[config.mk]
export PLATFORM = sky130hd
export DESIGN_NAME = parity3_rx_check
export DESIGN_NICKNAME = d
export VERILOG_FILES = /design/src/rtl/parity_rx_pkg.sv /design/src/rtl/sync2.sv /design/src/rtl/parity3_rx_check.sv
export SDC_FILE = /design/constraint.sdc
export NUM_CORES = 1
export LEC_CHECK = 0
export ABC_AREA = 1
export ABC_CLOCK_PERIOD_IN_PS = 1300
export BUFFER_PORTS_ARGS = -buffer_cell sky130_fd_sc_hd__buf_2
export CELL_PAD_IN_SITES_DETAIL_PLACEMENT = 1
export CELL_PAD_IN_SITES_GLOBAL_PLACEMENT = 2
export CORE_MARGIN = 5
export CORE_UTILIZATION = 34
export DETAILED_ROUTE_END_ITERATION = 7
export GPL_ROUTABILITY_DRIVEN = 0
export GPL_TIMING_DRIVEN = 0
export PLACE_DENSITY = 0.86
export SLEW_MARGIN = 0
export SYNTH_ARGS = -nofsm -noshare
export SYNTH_HDL_FRONTEND = slang
export SYNTH_SLANG_ARGS = --single-unit
[constraint.sdc]
create_clock -name clk -period 1.3 [get_ports clk]
set_input_delay 0.26 -clock clk [delete_from_list [all_inputs] [get_ports clk]]
set_output_delay 0.26 -clock clk [all_outputs]
set_load 0.01 [all_outputs]
[src/rtl/parity_rx_pkg.sv]
// Shared types and helpers for the odd-parity serial receiver.
// The state encoding and parity function are shared by the receiver and its checkers.
package parity_rx_pkg;

    localparam int DATA_W_DEF       = 3;
    localparam int CLKS_PER_BIT_DEF = 4;

    typedef enum logic [2:0] {
        IDLE      = 3'd0,
        START     = 3'd1,
        DATA      = 3'd2,
        PARITY    = 3'd3,
        STOP      = 3'd4,
        WAIT_HIGH = 3'd5
    } rx_state_e;

    // Zero padding leaves the XNOR unchanged, so any word up to 32 bits can be passed.
    function automatic logic odd_parity(input logic [31:0] data);
        return ~^data;
    endfunction

endpackage

[src/rtl/sync2.sv]
// Two-flop synchronizer for an idle-high asynchronous line; both stages reset to 1.
module sync2 (
    input  logic clk,
    input  logic rst_n,
    input  logic d,
    output logic q
);

    logic ff1_r;
    logic ff2_r;

    // Metastability filter: two back-to-back capture stages.
    always_ff @(posedge clk or negedge rst_n) begin
        if (!rst_n) begin
            ff1_r <= 1'b1;
            ff2_r <= 1'b1;
        end else begin
            ff1_r <= d;
            ff2_r <= ff1_r;
        end
    end

    assign q = ff2_r;

endmodule

[src/rtl/parity3_rx_check.sv]
// Framed serial receiver: start, DATA_W bits LSB first, odd parity, stop.
// Reports the recovered word with parity and framing error flags.
module parity3_rx_check
    import parity_rx_pkg::*;
#(
    parameter int DATA_W       = DATA_W_DEF,
    parameter int CLKS_PER_BIT = CLKS_PER_BIT_DEF
) (
    input  logic              clk,
    input  logic              rst_n,
    input  logic              rx_in,
    output logic [DATA_W-1:0] data_out,
    output logic              data_valid,
    output logic              parity_err,
    output logic              frame_err,
    output logic              busy
);

    localparam int HALF  = CLKS_PER_BIT / 2;
    localparam int CNT_W = $clog2(CLKS_PER_BIT);
    localparam int IDX_W = (DATA_W > 1) ? $clog2(DATA_W) : 1;

    logic              rx_s;
    rx_state_e         state_r,      state_nxt_s;
    logic [CNT_W-1:0]  clk_cnt_r,    clk_cnt_nxt_s;
    logic [IDX_W-1:0]  bit_idx_r,    bit_idx_nxt_s;
    logic [DATA_W-1:0] shift_r,      shift_nxt_s;
    logic              p_rx_r,       p_rx_nxt_s;
    logic [DATA_W-1:0] data_out_r,   data_out_nxt_s;
    logic              parity_err_r, parity_err_nxt_s;
    logic              frame_err_r,  frame_err_nxt_s;
    logic              data_valid_r, data_valid_nxt_s;
    logic              busy_r;
    logic              bit_done_s;
    logic              half_done_s;

    sync2 u_sync2 (
        .clk   (clk),
        .rst_n (rst_n),
        .d     (rx_in),
        .q     (rx_s)
    );

    // Next-state, bit sampling and result computation.
    always_comb begin
        state_nxt_s      = state_r;
        clk_cnt_nxt_s    = clk_cnt_r;
        bit_idx_nxt_s    = bit_idx_r;
        shift_nxt_s      = shift_r;
        p_rx_nxt_s       = p_rx_r;
        data_out_nxt_s   = data_out_r;
        parity_err_nxt_s = parity_err_r;
        frame_err_nxt_s  = frame_err_r;
        data_valid_nxt_s = 1'b0;
        bit_done_s       = (clk_cnt_r == CNT_W'(CLKS_PER_BIT - 1));
        half_done_s      = (clk_cnt_r == CNT_W'(HALF - 1));

        case (state_r)
            IDLE: begin
                if (!rx_s) begin
                    state_nxt_s   = START;
                    clk_cnt_nxt_s = CNT_W'(0);
                end else begin
                    state_nxt_s   = IDLE;
                end
            end
            START: begin
                // A line that is high again at mid start bit was only a glitch.
                if (half_done_s) begin
                    clk_cnt_nxt_s = CNT_W'(0);
                    bit_idx_nxt_s = IDX_W'(0);
                    if (rx_s) begin
                        state_nxt_s = IDLE;
                    end else begin
                        state_nxt_s = DATA;
                    end
                end else begin
                    clk_cnt_nxt_s = clk_cnt_r + CNT_W'(1);
                end
            end
            DATA: begin
                if (bit_done_s) begin
                    shift_nxt_s[bit_idx_r] = rx_s;
                    clk_cnt_nxt_s          = CNT_W'(0);
                    if (bit_idx_r == IDX_W'(DATA_W - 1)) begin
                        state_nxt_s = PARITY;
                    end else begin
                        bit_idx_nxt_s = bit_idx_r + IDX_W'(1);
                    end
                end else begin
                    clk_cnt_nxt_s = clk_cnt_r + CNT_W'(1);
                end
            end
            PARITY: begin
                if (bit_done_s) begin
                    p_rx_nxt_s    = rx_s;
                    clk_cnt_nxt_s = CNT_W'(0);
                    state_nxt_s   = STOP;
                end else begin
                    clk_cnt_nxt_s = clk_cnt_r + CNT_W'(1);
                end
            end
            STOP: begin
                if (bit_done_s) begin
                    data_out_nxt_s   = shift_r;
                    parity_err_nxt_s = (p_rx_r != odd_parity(32'(shift_r)));
                    frame_err_nxt_s  = ~rx_s;
                    data_valid_nxt_s = 1'b1;
                    clk_cnt_nxt_s    = CNT_W'(0);
                    if (rx_s) begin
                        state_nxt_s = IDLE;
                    end else begin
                        state_nxt_s = WAIT_HIGH;
                    end
                end else begin
                    clk_cnt_nxt_s = clk_cnt_r + CNT_W'(1);
                end
            end
            WAIT_HIGH: begin
                // After a broken stop bit a low line is never a new start.
                if (rx_s) begin
                    state_nxt_s = IDLE;
                end else begin
                    state_nxt_s = WAIT_HIGH;
                end
            end
            default: begin
                state_nxt_s   = IDLE;
                clk_cnt_nxt_s = CNT_W'(0);
            end
        endcase
    end

    // State, datapath and registered outputs.
    always_ff @(posedge clk or negedge rst_n) begin
        if (!rst_n) begin
            state_r      <= IDLE;
            clk_cnt_r    <= CNT_W'(0);
            bit_idx_r    <= IDX_W'(0);
            shift_r      <= DATA_W'(0);
            p_rx_r       <= 1'b0;
            data_out_r   <= DATA_W'(0);
            parity_err_r <= 1'b0;
            frame_err_r  <= 1'b0;
            data_valid_r <= 1'b0;
            busy_r       <= 1'b0;
        end else begin
            state_r      <= state_nxt_s;
            clk_cnt_r    <= clk_cnt_nxt_s;
            bit_idx_r    <= bit_idx_nxt_s;
            shift_r      <= shift_nxt_s;
            p_rx_r       <= p_rx_nxt_s;
            data_out_r   <= data_out_nxt_s;
            parity_err_r <= parity_err_nxt_s;
            frame_err_r  <= frame_err_nxt_s;
            data_valid_r <= data_valid_nxt_s;
            busy_r       <= (state_nxt_s != IDLE);
        end
    end

    assign data_out   = data_out_r;
    assign data_valid = data_valid_r;
    assign parity_err = parity_err_r;
    assign frame_err  = frame_err_r;
    assign busy       = busy_r;

endmodule
# Word level (Yosys, flattened, before mapping)
# Cells that the tools add are included.
dict set report totals {
  reg_bits 20
  in_bits 3
  wordCells 64
}
dict set report classes {
  n_lt_le_gt_ge 2
  addsub 2
  reduce_logical 11
  n_mux 22
  bitwise 2
  eq_ne 13
}
# cell count
set ops {}
lappend ops {{XNOR reduction 32 bit} 1}
lappend ops {{two-way mux 3 bit} 6}
lappend ops {{case mux 3 bit (6 select lines)} 1}
lappend ops {{two-way mux 2 bit} 7}
lappend ops {{!= test 2 bit (second input constant)} 4}
lappend ops {{case mux 2 bit (4 select lines)} 1}
lappend ops {{AND reduction 2 bit} 4}
lappend ops {{equality test 3 x 2 -> 1 bit (second input constant)} 2}
lappend ops {{equality test 3 bit (second input constant)} 2}
lappend ops {{adder 2 x 1 -> 2 bit (second input constant)} 2}
lappend ops {{equality test 2 bit (second input constant)} 2}
lappend ops {{two-way mux 1 bit} 4}
lappend ops {{case mux 2 bit (2 select lines)} 1}
lappend ops {{AND reduction 4 bit} 1}
lappend ops {{bitwise mux 3 bit} 1}
lappend ops {{equality test 3 x 1 -> 1 bit (second input constant)} 1}
lappend ops {{zero test 3 bit} 1}
lappend ops {{< comparator 2 x 3 -> 1 bit (second input constant)} 1}
lappend ops {{nonzero test 3 bit} 1}
lappend ops {{OR reduction 3 bit} 1}
lappend ops {{demux 1 bit (select 2 bit)} 1}
lappend ops {{equality test 2 x 1 -> 1 bit (second input constant)} 1}
lappend ops {{>= comparator 2 x 1 -> 1 bit (second input constant)} 1}
lappend ops {{NOT 1 bit} 2}
lappend ops {{3 further kinds} 3}

# Logic depth before layout (Yosys ltp)
# Gate-level depths: netlist of the first run.
dict set report logic_depth {
  word_depth 5
  depth_mapped 9
  ltp_nobuf 9
}

# By module
# A second synthesis of the first run with hierarchy kept.
dict set report unflattened {
  cells_unflattened 133
  area_unflattened_um2 1109.8
}
# module cells_per_inst area_per_inst_um2 n_inst
set by_module_without_submodules {}
lappend by_module_without_submodules {parity3_rx_check 131 1057.3 1}
lappend by_module_without_submodules {sync2 2 52.6 1}

# Worst setup path before layout of the first run
# No wires, ideal clock.
dict set report synth_timing {
  path_kind {reg-to-reg}
  start {register clk_cnt_r[0]}
  end {register busy_r (netlist: busy)}
  setup_ps 127
  required_ps 1173
  stages_incl_launch_ff 6
  path_buffers 0
  arrival_ps 1023
  path_slack_ps 150
  path_cell_list {dfrtp_1 -> ha_1 -> nand3_2 -> nor2_1 -> nor2_1 -> nand3_1}
}
dict set report synth_between {
  elab_chain_len 4
}
# item line
set synth_lines {}
lappend synth_lines {{start: declaration} parity3_rx_check.sv:25} ;# logic [CNT_W-1:0] clk_cnt_r, clk_cnt_nxt_s;
lappend synth_lines {{start signal: assignment} parity3_rx_check.sv:149} ;# clk_cnt_r <= clk_cnt_nxt_s;
lappend synth_lines {{equality test 2 bit or equality test 2 x 1 -> 1 bit (tied branches)} {parity3_rx_check.sv:55, parity3_rx_check.sv:56}}
lappend synth_lines {{two-way mux 3 bit (on tied branches)} n/a}
lappend synth_lines {{case mux 3 bit (6 select lines) *} parity3_rx_check.sv:58} ;# case (state_r)
lappend synth_lines {{nonzero test 3 bit *} parity3_rx_check.sv:157} ;# busy_r <= (state_nxt_s != IDLE);
lappend synth_lines {{end signal: assignment} parity3_rx_check.sv:157}
lappend synth_lines {{end: declaration} parity3_rx_check.sv:33} ;# logic busy_r;
# Mark *: on every way between the ends. The rest lies on a longest branch, timed or not.
# A chain may end at the register's enable or synchronous reset.

# Worst setup path in the final report of the first run
dict set report layout_timing {
  start {register clk_cnt_r[0]}
  end {register bit_idx_r[0]}
}
dict set report layout_between {
  elab_chain_len 3
}
# item line
set layout_lines {}
lappend layout_lines {{equality test 2 x 1 -> 1 bit or equality test 2 bit (tied branches)} {parity3_rx_check.sv:56, parity3_rx_check.sv:55}}
lappend layout_lines {{!= test 2 bit (no source line)} n/a}
lappend layout_lines {{AND reduction 4 bit (no source line) *} n/a}
lappend layout_lines {{end signal: assignment} parity3_rx_check.sv:150} ;# bit_idx_r <= bit_idx_nxt_s;
lappend layout_lines {{end: declaration} parity3_rx_check.sv:26} ;# logic [IDX_W-1:0] bit_idx_r, bit_idx_nxt_s;
# Marked as above.

==> reports/results.md, run 1 <==
| Item | Value | Unit |
|:---|:---|:---|
| Run status | finished clean | - |
| Total number of nets in the final design | 161 | - |
| DRC | 0 | - |
| Seq/Total Area, Yosys | 47.5 | % |
| Total of flip-flops plus latches after synthesis | 20 | - |
| Setup skew after layout | 0.00312 | ns |
| Type of the worst min-delay path | primary input to flip-flop | - |
| Yosys warning count | 0 | - |
| Critical path peak fanout | 4 | - |
| Post-route clock period utilization | 99.5 | % |
| CP Data Required Time | 1.51 | ns |
| Crit path buf inv count | 2 | - |
| Height of the die | 65.8 | um |
| Transition at the pin with the smallest max-transition slack | 0.456 | ns |
| Most common cell after layout, fill and taps aside | nand2_1 | - |
| Buffers from clock root to sink, at most | 2 | - |
| Path length in cells of the critical path | 7 | - |
| Std-Cell Core Area | 3030 | um2 |
| Half-perimeter wire length of the detailed placement result | 1.82 | mm |
| CP Launch Point | clk_cnt_r[0] | - |
| Violation count after the first detailed-route iteration | 32 | - |
| Worst R2R Setup Slack | 0.007 | ns |
| Startpoint types | flip-flop | - |
| Effective utilization at floorplan | 35.0 | % |
| Antenna violations before repair | 0 | - |
| Slew Limit Fails | 0 | - |
| Worst R2R Path Depth | 7 | - |
| Internal Pwr Total | 0.00182 | W |
| CP dominant cell by count | nand2_1 | - |
| Filler cells | 363 | - |
| Launch point of the worst reg-to-reg path | clk_cnt_r[0] | - |
| Final Hold Slack | 0.0415 | ns |
| Via Count | 909 | - |
| Setup repair after global routing missed its margin | yes | - |
| Largest delay contributor family on the critical path | flip-flops | - |
| Clock latency on the worst-skew pair | 0.30 | ns |
| Flip-flop and latch area | 508 | um2 |
| # Max-Cap Violations | 0 | - |
| Crit path DAT | 1.50 | ns |
| Drt wl/cell | 13.5 | um |
| Type of the worst setup path | flip-flop to flip-flop | - |
| Net switching fraction of the power | 43.4 | % |
| Static Leakage | 0.672 | nW |
| Worst setup path end | bit_idx_r[0] | - |
| Worst path cell trace | ha_4 > inv_4 > nand4_1 > nand2_1 > inv_2 > nand3_2 > nand2_1 | - |
| Highest-delay cell along the critical path | dfrtp_2 | - |
| Relative slew margins | 69.6 | % |
| Detail Route Antenna Nets | 0 | - |
| Vias in the first global route | 915 | - |
| Total area of multi-input combinational cells | 598 | um2 |
| Layout overhead on the synthesized area | 32.7 | % |
| Antenna diode count | 0 | - |
| Clock tree from TritonCTS | done | - |
| Share of final-layout standard cells stronger than drive strength 1 | 39.3 | % |
| Worst path max stage delay | 0.50 | ns |
| Length of the first detailed-routing pass in iterations | 4 | - |
| Total clock sinks | 20 | - |
| Total wire length | 2.61 | mm |
| Sequential cell fraction of total power | 32.8 | % |
| Buffer type at the clock tree root | clkbuf_4 | - |
| Pin count of the biggest net entering global routing | 21 | - |
| Leftover overflow at the end of global routing | 0 | - |
| Pre-CTS WS | -0.0465 | ns |
| Synth Cell Area | 1060 | um2 |
| Die area | 4330 | um2 |
| Cell row count | 20 | - |
| Fraction of power consumed by combinational cells | 51.2 | % |
| Worst Setup End Kind | flip-flop | - |
| Endpoints failing setup | 0 | - |
| Global routing usage summed across all routing layers | 12.7 | % |
| Net count after synthesis | 138 | - |
| Global-route wire length before repair | 4.17 | mm |
| Total power after layout | 0.00321 | W |
| Clock-pin slew of the registers on the worst-case setup and hold paths | 0.12 | ns |
| Top library cells by usage in the layout, fill and taps aside | 35 x nand2_1, 14 x dfrtp_1, 13 x nand3_1 | - |
| Width of the chip | 65.8 | um |
| Switching power total | 0.00139 | W |
| Final critical path time including I/O delays and setup | 1.29 | ns |
| Ratio of routed vias to standard cells | 4.69 | - |
| Count of buffers from port buffering | 9 | - |
| R2R Path End | bit_idx_r[0] | - |
| Syn avg cell area | 8.27 | um2 |
| Number of library cell types mapped by synthesis | 22 | - |
| FMAX | 773 | MHz |
| Final Hold Viols | 0 | - |
| Number of H-tree branching levels | 1 | - |
| Cell Pwr Density | 2290 | nW/um2 |
| Post-synthesis cell count | 128 | - |
| Hold Path Depth | 1 | - |
| Largest vdd supply drop | 936 | uV |
| TritonCTS Buffers | 3 | - |
| Share of power burned in the clock network | 15.9 | % |
| Final WS setup | 0.00703 | ns |
| I/O pins | 10 | - |
[power groups by stage]
stage | Combinational, W | Sequential, W | Clock (W)
after global placement | 0.00115 | 0.00100 | 0
after detailed placement | 0.00120 | 0.00102 | 0
final | 0.00165 | 0.00105 | 0.000512
after floorplan | 0.000895 | 0.000987 | 0
after global routing | 0.00186 | 0.00109 | 0.000562
after CTS | 0.00129 | 0.000999 | 0.000529
[state kept, by name (all words and copies together), names as in the netlist]
signal / count
data_out: 3
busy: 1
p_rx_r: 1
parity_err: 1
state_r: 3
frame_err: 1
u_sync2.ff1_r: 1
data_valid: 1
shift_r: 3
bit_idx_r: 2
clk_cnt_r: 2
u_sync2.q: 1
[cells in the mapped netlist (all sizes together)]
cell | instances | area (um2)
ha | 7 | 87.6
nor2 | 11 | 51.3
a21oi | 3 | 15.0
xor2 | 1 | 8.76
buf | 1 | 11.3
o21ai | 8 | 43.8
nand2 | 40 | 155
nand3 | 18 | 95.1
dfstp | 2 | 52.6
dfrtp | 18 | 450
xnor2 | 1 | 8.76
nand4 | 4 | 25.0
clkinv | 2 | 8.75
inv | 12 | 45.0
[routing by layer]
metal | global-route usage [%] | part of all wire, %
met2 | 20.3 | 51
met4 | 3.11 | 0.69
met1 | 16.3 | 44
met3 | 4.25 | 4.1
met5 | 0 | 0
[final cells by class]
cell class / instances / share of cell area, %
buffer: 1 / 0.801
inverter: 14 / 4.36
clock inverter: 1 / 2.14
multi-input combinational: 93 / 42.6
clock buffer: 3 / 1.60
timing repair buffer: 18 / 8.46
tap: 44 / 3.92
sequential: 20 / 36.2
[worst reg2reg max path, cell delays in order (launching register included)]
cell and delay [ns]:
dfrtp_2 0.50, ha_4 0.20, inv_4 0.05, nand4_1 0.16, nand2_1 0.14, inv_2 0.05, nand3_2 0.05, nand2_1 0.05
[kinds of logic after synthesis]
kind of cell,synth area share (%)
AOI/OAI and AO/OA,5.55
xor gates and xnor gates,1.66
adders and majority gates,8.27
buffers and inverters,6.15
DFF,47.5
and+or+nand+nor,30.9
[through the flow]
step | TNS (ns) | utilization [%] | area, um2 | cells
after floorplan | 0 | - | 1060 | 128
after global placement | -0.0200 | 38.3 | 1160 | 181
after detailed placement | -0.0968 | 38.3 | 1160 | 181
after CTS | -0.0225 | 41.5 | 1260 | 189
after global routing | -0.289 | 46.4 | 1410 | 194
final | 0 | 46.4 | 1410 | 194
[worst min-delay path by stage]
stage / end / from / slack, ns
after detailed placement: state_r[0] / rst_n / 0.24
final: u_sync2.ff1_r / rx_in / 0.04
after floorplan: bit_idx_r[0] / rst_n / -0.04
after global routing: u_sync2.ff1_r / rx_in / 0.009
after global placement: state_r[0] / rst_n / 0.22
after CTS: u_sync2.ff1_r / rx_in / 0.03
[what timing repair did]
action / 4_1_cts / 5_1_grt
endpoints found under the setup margin: 5 / 14
hold endpoints to repair: 18 / 0
hold buffers: 1 / 0
buffers inserted: 3 / 5
gates resized for setup: 4 / 31
pin swaps: 1 / 14
Power figures use the tool's default switching activity.
==> run 2: changes to the inputs <==
--- a/config.mk
+++ b/config.mk
@@ -8,14 +8,12 @@
 export ABC_AREA = 1
 export ABC_CLOCK_PERIOD_IN_PS = 1300
 export BUFFER_PORTS_ARGS = -buffer_cell sky130_fd_sc_hd__buf_2
-export CELL_PAD_IN_SITES_DETAIL_PLACEMENT = 1
-export CELL_PAD_IN_SITES_GLOBAL_PLACEMENT = 2
 export CORE_MARGIN = 5
-export CORE_UTILIZATION = 34
+export CORE_UTILIZATION = 35
 export DETAILED_ROUTE_END_ITERATION = 7
 export GPL_ROUTABILITY_DRIVEN = 0
 export GPL_TIMING_DRIVEN = 0
-export PLACE_DENSITY = 0.86
+export PLACE_DENSITY = 0.62
 export SLEW_MARGIN = 0
 export SYNTH_ARGS = -nofsm -noshare
 export SYNTH_HDL_FRONTEND = slang
==> run 2 against run 1 <==
  * Clock-buffer cell count increased by 1
  * Critical path type unchanged
  * Worst setup slack improved by 0.023 ns
  * Sequential share of layout area increased by 1.4 points
  * Via count decreased by 0.55%
==> reports/results.md, run 2 (synthesis gave the netlist of run 1 again) <==
| Item | Value | Unit |
|:---|:---|:---|
| Run status | finished clean | - |
| Clock latency on the worst-skew pair | 0.30 | ns |
| Width of the chip | 65.0 | um |
| Post-layout instance area | 1350 | um2 |
| Effective utilization at floorplan | 35.5 | % |
| Total number of nets in the final design | 165 | - |
| Violation count after the first detailed-route iteration | 34 | - |
| Clock tree from TritonCTS | done | - |
| Total wire length | 2.07 | mm |
| Largest vdd supply drop | 970 | uV |
| Layout overhead on the synthesized area | 27.5 | % |
| Setup repair after global routing missed its margin | yes | - |
| Height of the die | 65.0 | um |
| Pin count of the biggest net entering global routing | 21 | - |
| Detail Route Antenna Nets | 0 | - |
| Endpoints failing setup | 0 | - |
| Net switching fraction of the power | 43.7 | % |
| Setup skew after layout | 0.00372 | ns |
| Ratio of routed vias to standard cells | 4.83 | - |
| Global-route wire length before repair | 3.52 | mm |
| Top library cells by usage in the layout, fill and taps aside | 37 x nand2_1, 17 x nand3_1, 15 x dfrtp_1 | - |
| # Max-Cap Violations | 0 | - |
| Fraction of power consumed by combinational cells | 53.0 | % |
| Worst Setup End Kind | flip-flop | - |
| Number of cells in the finished layout apart from fillers | 187 | - |
| Crit path buf inv count | 1 | - |
| Half-perimeter wire length of the detailed placement result | 1.47 | mm |
| DRC | 0 | - |
| Length of the first detailed-routing pass in iterations | 4 | - |
| Most common cell after layout, fill and taps aside | nand2_1 | - |
| Internal Pwr Total | 0.00159 | W |
| Number of H-tree branching levels | 1 | - |
| Relative slew margins | 70.6 | % |
| FMAX | 787 | MHz |
| Largest delay contributor family on the critical path | simple AND/OR/NAND/NOR gates | - |
| CP dominant cell by count | nand3_1 | - |
| Die area | 4220 | um2 |
| Global routing usage summed across all routing layers | 10.8 | % |
| Placed Cells incl. Taps | 170 | - |
| Post-route clock period utilization | 97.7 | % |
| Buffers from clock root to sink, at most | 2 | - |
| Switching power total | 0.00124 | W |
| Antenna violations before repair | 0 | - |
| Transition at the pin with the smallest max-transition slack | 0.442 | ns |
| Clock-pin slew of the registers on the worst-case setup and hold paths | 0.11 | ns |
| Count of buffers from port buffering | 9 | - |
| TritonCTS Buffers | 3 | - |
| Worst path cell trace | buf_6 > ha_4 > nand2_1 > nand3_1 > nand3_1 > nor2_1 > nand3_1 | - |
| Cell Pwr Density | 2100 | nW/um2 |
| Vias in the first global route | 836 | - |
| Final critical path time including I/O delays and setup | 1.27 | ns |
| Highest-delay cell along the critical path | dfrtp_1 | - |
| Total clock sinks | 20 | - |
| Antenna diode count | 0 | - |
| Type of the worst min-delay path | primary input to flip-flop | - |
| Static Leakage | 0.671 | nW |
| Share of power burned in the clock network | 10.9 | % |
| Buffer type at the clock tree root | clkbuf_4 | - |
| Type of the worst setup path | flip-flop to flip-flop | - |
| Cell area after placement | 1140 | um2 |
| Slew Limit Fails | 0 | - |
| Sequential cell fraction of total power | 36.1 | % |
| Via Count | 904 | - |
| Leftover overflow at the end of global routing | 0 | - |
| I/O pins | 10 | - |
| Final Hold Viols | 0 | - |
| Drt wl/cell | 11.1 | um |
| Share of final-layout standard cells stronger than drive strength 1 | 35.1 | % |
| CP Data Required Time | 1.49 | ns |
| Startpoint types | flip-flop | - |
| Setup Total Neg Slack | 0 | ns |
| Crit path DAT | 1.46 | ns |
| Cell row count | 20 | - |
| Worst path max stage delay | 0.44 | ns |
| Std-Cell Core Area | 2980 | um2 |
| Critical path peak fanout | 4 | - |
## run 2: worst register-to-register path, delay by kind of cell (launching register included)
family,cells,cell delay (ns)
AND/OR/NAND/NOR,5,0.45
flip-flops,1,0.44
adder cells (fa/ha/maj),1,0.15
buffers and inverters,1,0.13
## run 2: path summary, 6_finish.rpt
path / from / endpoint / slack (ns) / cells after the start
min in group asynchronous: rst_n / data_out[1] / 0.43 / 2
max in group asynchronous: rst_n / u_sync2.ff1_r / 0.54 / 2
hold / removal: rx_in / u_sync2.ff1_r / 0.04 / 1
hold reg to reg: u_sync2.ff1_r / u_sync2.q / 0.36 / 0
setup / recovery: clk_cnt_r[1] / busy / 0.03 / 7
setup reg to reg: clk_cnt_r[1] / busy / 0.03 / 7
## run 2: area by class of cell
class / count / area (um2)
Buffer: 1 / 11.3
Clock buffer: 4 / 26.3
Fill cell: 304 / 1630
Inverter: 14 / 53.8
Multi-Input combinational cell: 93 / 558
Sequential cell: 20 / 507
Tap cell: 33 / 41.3
Timing Repair Buffer: 22 / 153
## run 2: power by group through the flow
stage | combinational, W | clock [W] | sequential [W]
floorplan | 0.000895 | 0 | 0.000987
global placement | 0.00111 | 0 | 0.000998
CTS | 0.00118 | 0.000321 | 0.000991
global route | 0.00172 | 0.000358 | 0.00105
detailed placement | 0.00115 | 0 | 0.00101
finish | 0.00150 | 0.000309 | 0.00102
## run 2: per-stage QoR
stage | setup slack [ns] | power, W | hold slack, ns | util [%]
floorplan | 0.150 | 0.00188 | -0.0356 | -
global placement | 0.00228 | 0.00211 | 0.225 | 38.4
detailed placement | 0.00460 | 0.00216 | 0.229 | 38.4
CTS | 0.00744 | 0.00249 | 0.0362 | 40.0
global route | -0.0698 | 0.00313 | 0.0232 | 45.3
finish | 0.0296 | 0.00283 | 0.0450 | 45.3
## run 2: layer usage
| metal | up-vias | global-route usage [%] | wire length (um) | share of wire, % |
|---|---|---|---|---|
| met4 | 0 | 4.75 | 38 | 1.8 |
| met3 | 5 | 2.60 | 91 | 4.4 |
| met2 | 15 | 17.8 | 988 | 48 |
| met1 | 414 | 13.2 | 955 | 46 |
| met5 | - | 0 | 0 | 0 |
| li1 | 470 | - | - | - |
## run 2: what timing repair did
| item | in CTS | in global routing |
|---|---|---|
| pin swaps | 0 | 10 |
| setup buffers | 1 | 11 |
| setup endpoints to repair | 1 | 12 |
| hold endpoints to repair | 18 | 0 |
| hold buffers | 1 | 0 |
| gates resized for setup | 1 | 23 |
==> run 3: changes to the inputs <==
--- a/config.mk
+++ b/config.mk
@@ -13,6 +13,7 @@
 export DETAILED_ROUTE_END_ITERATION = 7
 export GPL_ROUTABILITY_DRIVEN = 0
 export GPL_TIMING_DRIVEN = 0
+export MAX_ROUTING_LAYER = met4
 export PLACE_DENSITY = 0.62
 export SLEW_MARGIN = 0
 export SYNTH_ARGS = -nofsm -noshare
==> run 3 against run 2 <==
  * Clock skew unchanged
  * Clock-buffer cell count did not move
  * Register-to-register slack about the same
  * Critical path type unchanged
  * Critical path depth did not move
  * First-iteration DRC count decreased by 2.9%
  * Largest cell class unchanged
  * Via count stayed put
  * Flip-flop and latch count unchanged
==> reports/results.md, run 3 (synthesis gave the netlist of run 1 again) <==
| Item | Value | Unit |
|:---|:---|:---|
| Share of power burned in the clock network | 10.9 | % |
| Endpoints failing setup | 0 | - |
| Violation count after the first detailed-route iteration | 33 | - |
| # Max-Cap Violations | 0 | - |
| Worst path cell trace | buf_6 > ha_4 > nand2_1 > nand3_1 > nand3_1 > nor2_1 > nand3_1 | - |
| Total power after layout | 0.00283 | W |
| Final Hold Viols | 0 | - |
| Clock-pin slew of the registers on the worst-case setup and hold paths | 0.11 | ns |
| Buffer type at the clock tree root | clkbuf_4 | - |
| Final Hold Slack | 0.0450 | ns |
| Largest vdd supply drop | 970 | uV |
| Run status | finished clean | - |
| Crit path buf inv count | 1 | - |
| Count of buffers from port buffering | 9 | - |
| Antenna violations before repair | 0 | - |
| CP Data Required Time | 1.49 | ns |
| Half-perimeter wire length of the detailed placement result | 1.47 | mm |
| Clock latency on the worst-skew pair | 0.30 | ns |
| Cell row count | 20 | - |
| I/O pins | 10 | - |
| Number of cells in the finished layout apart from fillers | 187 | - |
| Pin count of the biggest net entering global routing | 21 | - |
| Flip-flop and latch area | 507 | um2 |
| Ratio of routed vias to standard cells | 4.83 | - |
| Drt wl/cell | 11.1 | um |
| Leftover overflow at the end of global routing | 0 | - |
| Setup skew after layout | 0.00372 | ns |
| Relative slew margins | 70.6 | % |
| Setup repair after global routing missed its margin | yes | - |
| DRC | 0 | - |
| TritonCTS Buffers | 3 | - |
| Slew Limit Fails | 0 | - |
| Global routing usage summed across all routing layers | 11.0 | % |
| Top library cells by usage in the layout, fill and taps aside | 37 x nand2_1, 17 x nand3_1, 15 x dfrtp_1 | - |
| Placed Cells incl. Taps | 170 | - |
| Internal Pwr Total | 0.00159 | W |
| Total number of nets in the final design | 165 | - |
| Switching power total | 0.00124 | W |
| Worst Setup End Kind | flip-flop | - |
| Die area | 4220 | um2 |
| Worst path max stage delay | 0.44 | ns |
| Height of the die | 65.0 | um |
| Total wire length | 2.07 | mm |
| Global-route wire length before repair | 3.53 | mm |
| Clock tree from TritonCTS | done | - |
| Detail Route Antenna Nets | 0 | - |
| CP dominant cell by count | nand3_1 | - |
| Critical path peak fanout | 4 | - |
| Buffers from clock root to sink, at most | 2 | - |
| Cell Pwr Density | 2100 | nW/um2 |
| FMAX | 787 | MHz |
| Type of the worst min-delay path | primary input to flip-flop | - |
| Net switching fraction of the power | 43.7 | % |
| Fraction of power consumed by combinational cells | 53.0 | % |
| Most common cell after layout, fill and taps aside | nand2_1 | - |
| Final critical path time including I/O delays and setup | 1.27 | ns |
| Highest-delay cell along the critical path | dfrtp_1 | - |
| Transition at the pin with the smallest max-transition slack | 0.442 | ns |
| Post-layout instance area | 1350 | um2 |
| Post-route clock period utilization | 97.7 | % |
| Via Count | 904 | - |
| Crit path DAT | 1.46 | ns |
| Total area of multi-input combinational cells | 558 | um2 |
| Share of final-layout standard cells stronger than drive strength 1 | 35.1 | % |
| Length of the first detailed-routing pass in iterations | 4 | - |
| Vias in the first global route | 836 | - |
| Startpoint types | flip-flop | - |
| Layout overhead on the synthesized area | 27.5 | % |
| Antenna diode count | 0 | - |
| Effective utilization at floorplan | 35.5 | % |
| Sequential cell fraction of total power | 36.1 | % |
| Std-Cell Core Area | 2980 | um2 |
| Width of the chip | 65.0 | um |
| Total clock sinks | 20 | - |
| Cell area after placement | 1140 | um2 |
| Static Leakage | 0.671 | nW |
| Filler cells | 304 | - |
| Setup Total Neg Slack | 0 | ns |
| Number of H-tree branching levels | 1 | - |
| Type of the worst setup path | flip-flop to flip-flop | - |
| Largest delay contributor family on the critical path | simple AND/OR/NAND/NOR gates | - |
-- run 3: cell counts in the layout (fill, tap and decap cells not counted) --
Identical to the previous run, type by type.
-- run 3: final timing paths --
kind	start	to	slack (ns)	cells after the start
hold reg to reg	u_sync2.ff1_r	u_sync2.q	0.36	0
max in group asynchronous	rst_n	u_sync2.ff1_r	0.54	2
hold / removal	rx_in	u_sync2.ff1_r	0.04	1
setup reg to reg	clk_cnt_r[1]	busy	0.03	7
min in group asynchronous	rst_n	data_out[1]	0.43	2
setup / recovery	clk_cnt_r[1]	busy	0.03	7
-- run 3: repair_timing --
item / in CTS / in global routing
buffers inserted: 1 / 11
endpoints found under the hold margin: 18 / 0
setup endpoints to repair: 1 / 12
gates resized for setup: 1 / 23
pin swaps: 0 / 10
hold buffers: 1 / 0
-- run 3: area by class of cell --
cell class,instances,share of cell area (%)
repair buffers,22,11.3
clock buffers,4,1.95
multi-input cells,93,41.3
plain buffers,1,0.834
flip-flops and latches,20,37.5
well taps,33,3.06
inverters,14,3.99
-- run 3: per-layer routing --
layer	wire, um	global-route usage (%)
met5	0	-
met4	38	4.75
met1	955	13.2
met3	91	2.60
met2	988	17.8
-- run 3: worst register-to-register path, delay by kind of cell (launching register included) --
| kind | cells | cell delay (ns) |
|---|---|---|
| buf+inv | 1 | 0.13 |
| flops | 1 | 0.44 |
| fa+ha+maj | 1 | 0.15 |
| simple gates | 5 | 0.45 |
-- run 3: power groups by stage --
| stage | sequential (W) | clock, W | combinational [W] |
|---|---|---|---|
| 2_1_floorplan | 0.000987 | 0 | 0.000895 |
| 3_3_place_gp | 0.000998 | 0 | 0.00111 |
| 3_5_place_dp | 0.00101 | 0 | 0.00115 |
| 4_1_cts | 0.000991 | 0.000321 | 0.00118 |
| 5_1_grt | 0.00105 | 0.000358 | 0.00172 |
| 6_report | 0.00102 | 0.000309 | 0.00150 |
-- run 3: metrics by stage --
stage          util [%]  setup WS [ns]
2_1_floorplan         -          0.150
3_3_place_gp       38.4        0.00228
3_5_place_dp       38.4        0.00460
4_1_cts            40.0        0.00744
5_1_grt            45.3        -0.0698
6_report           45.3         0.0296
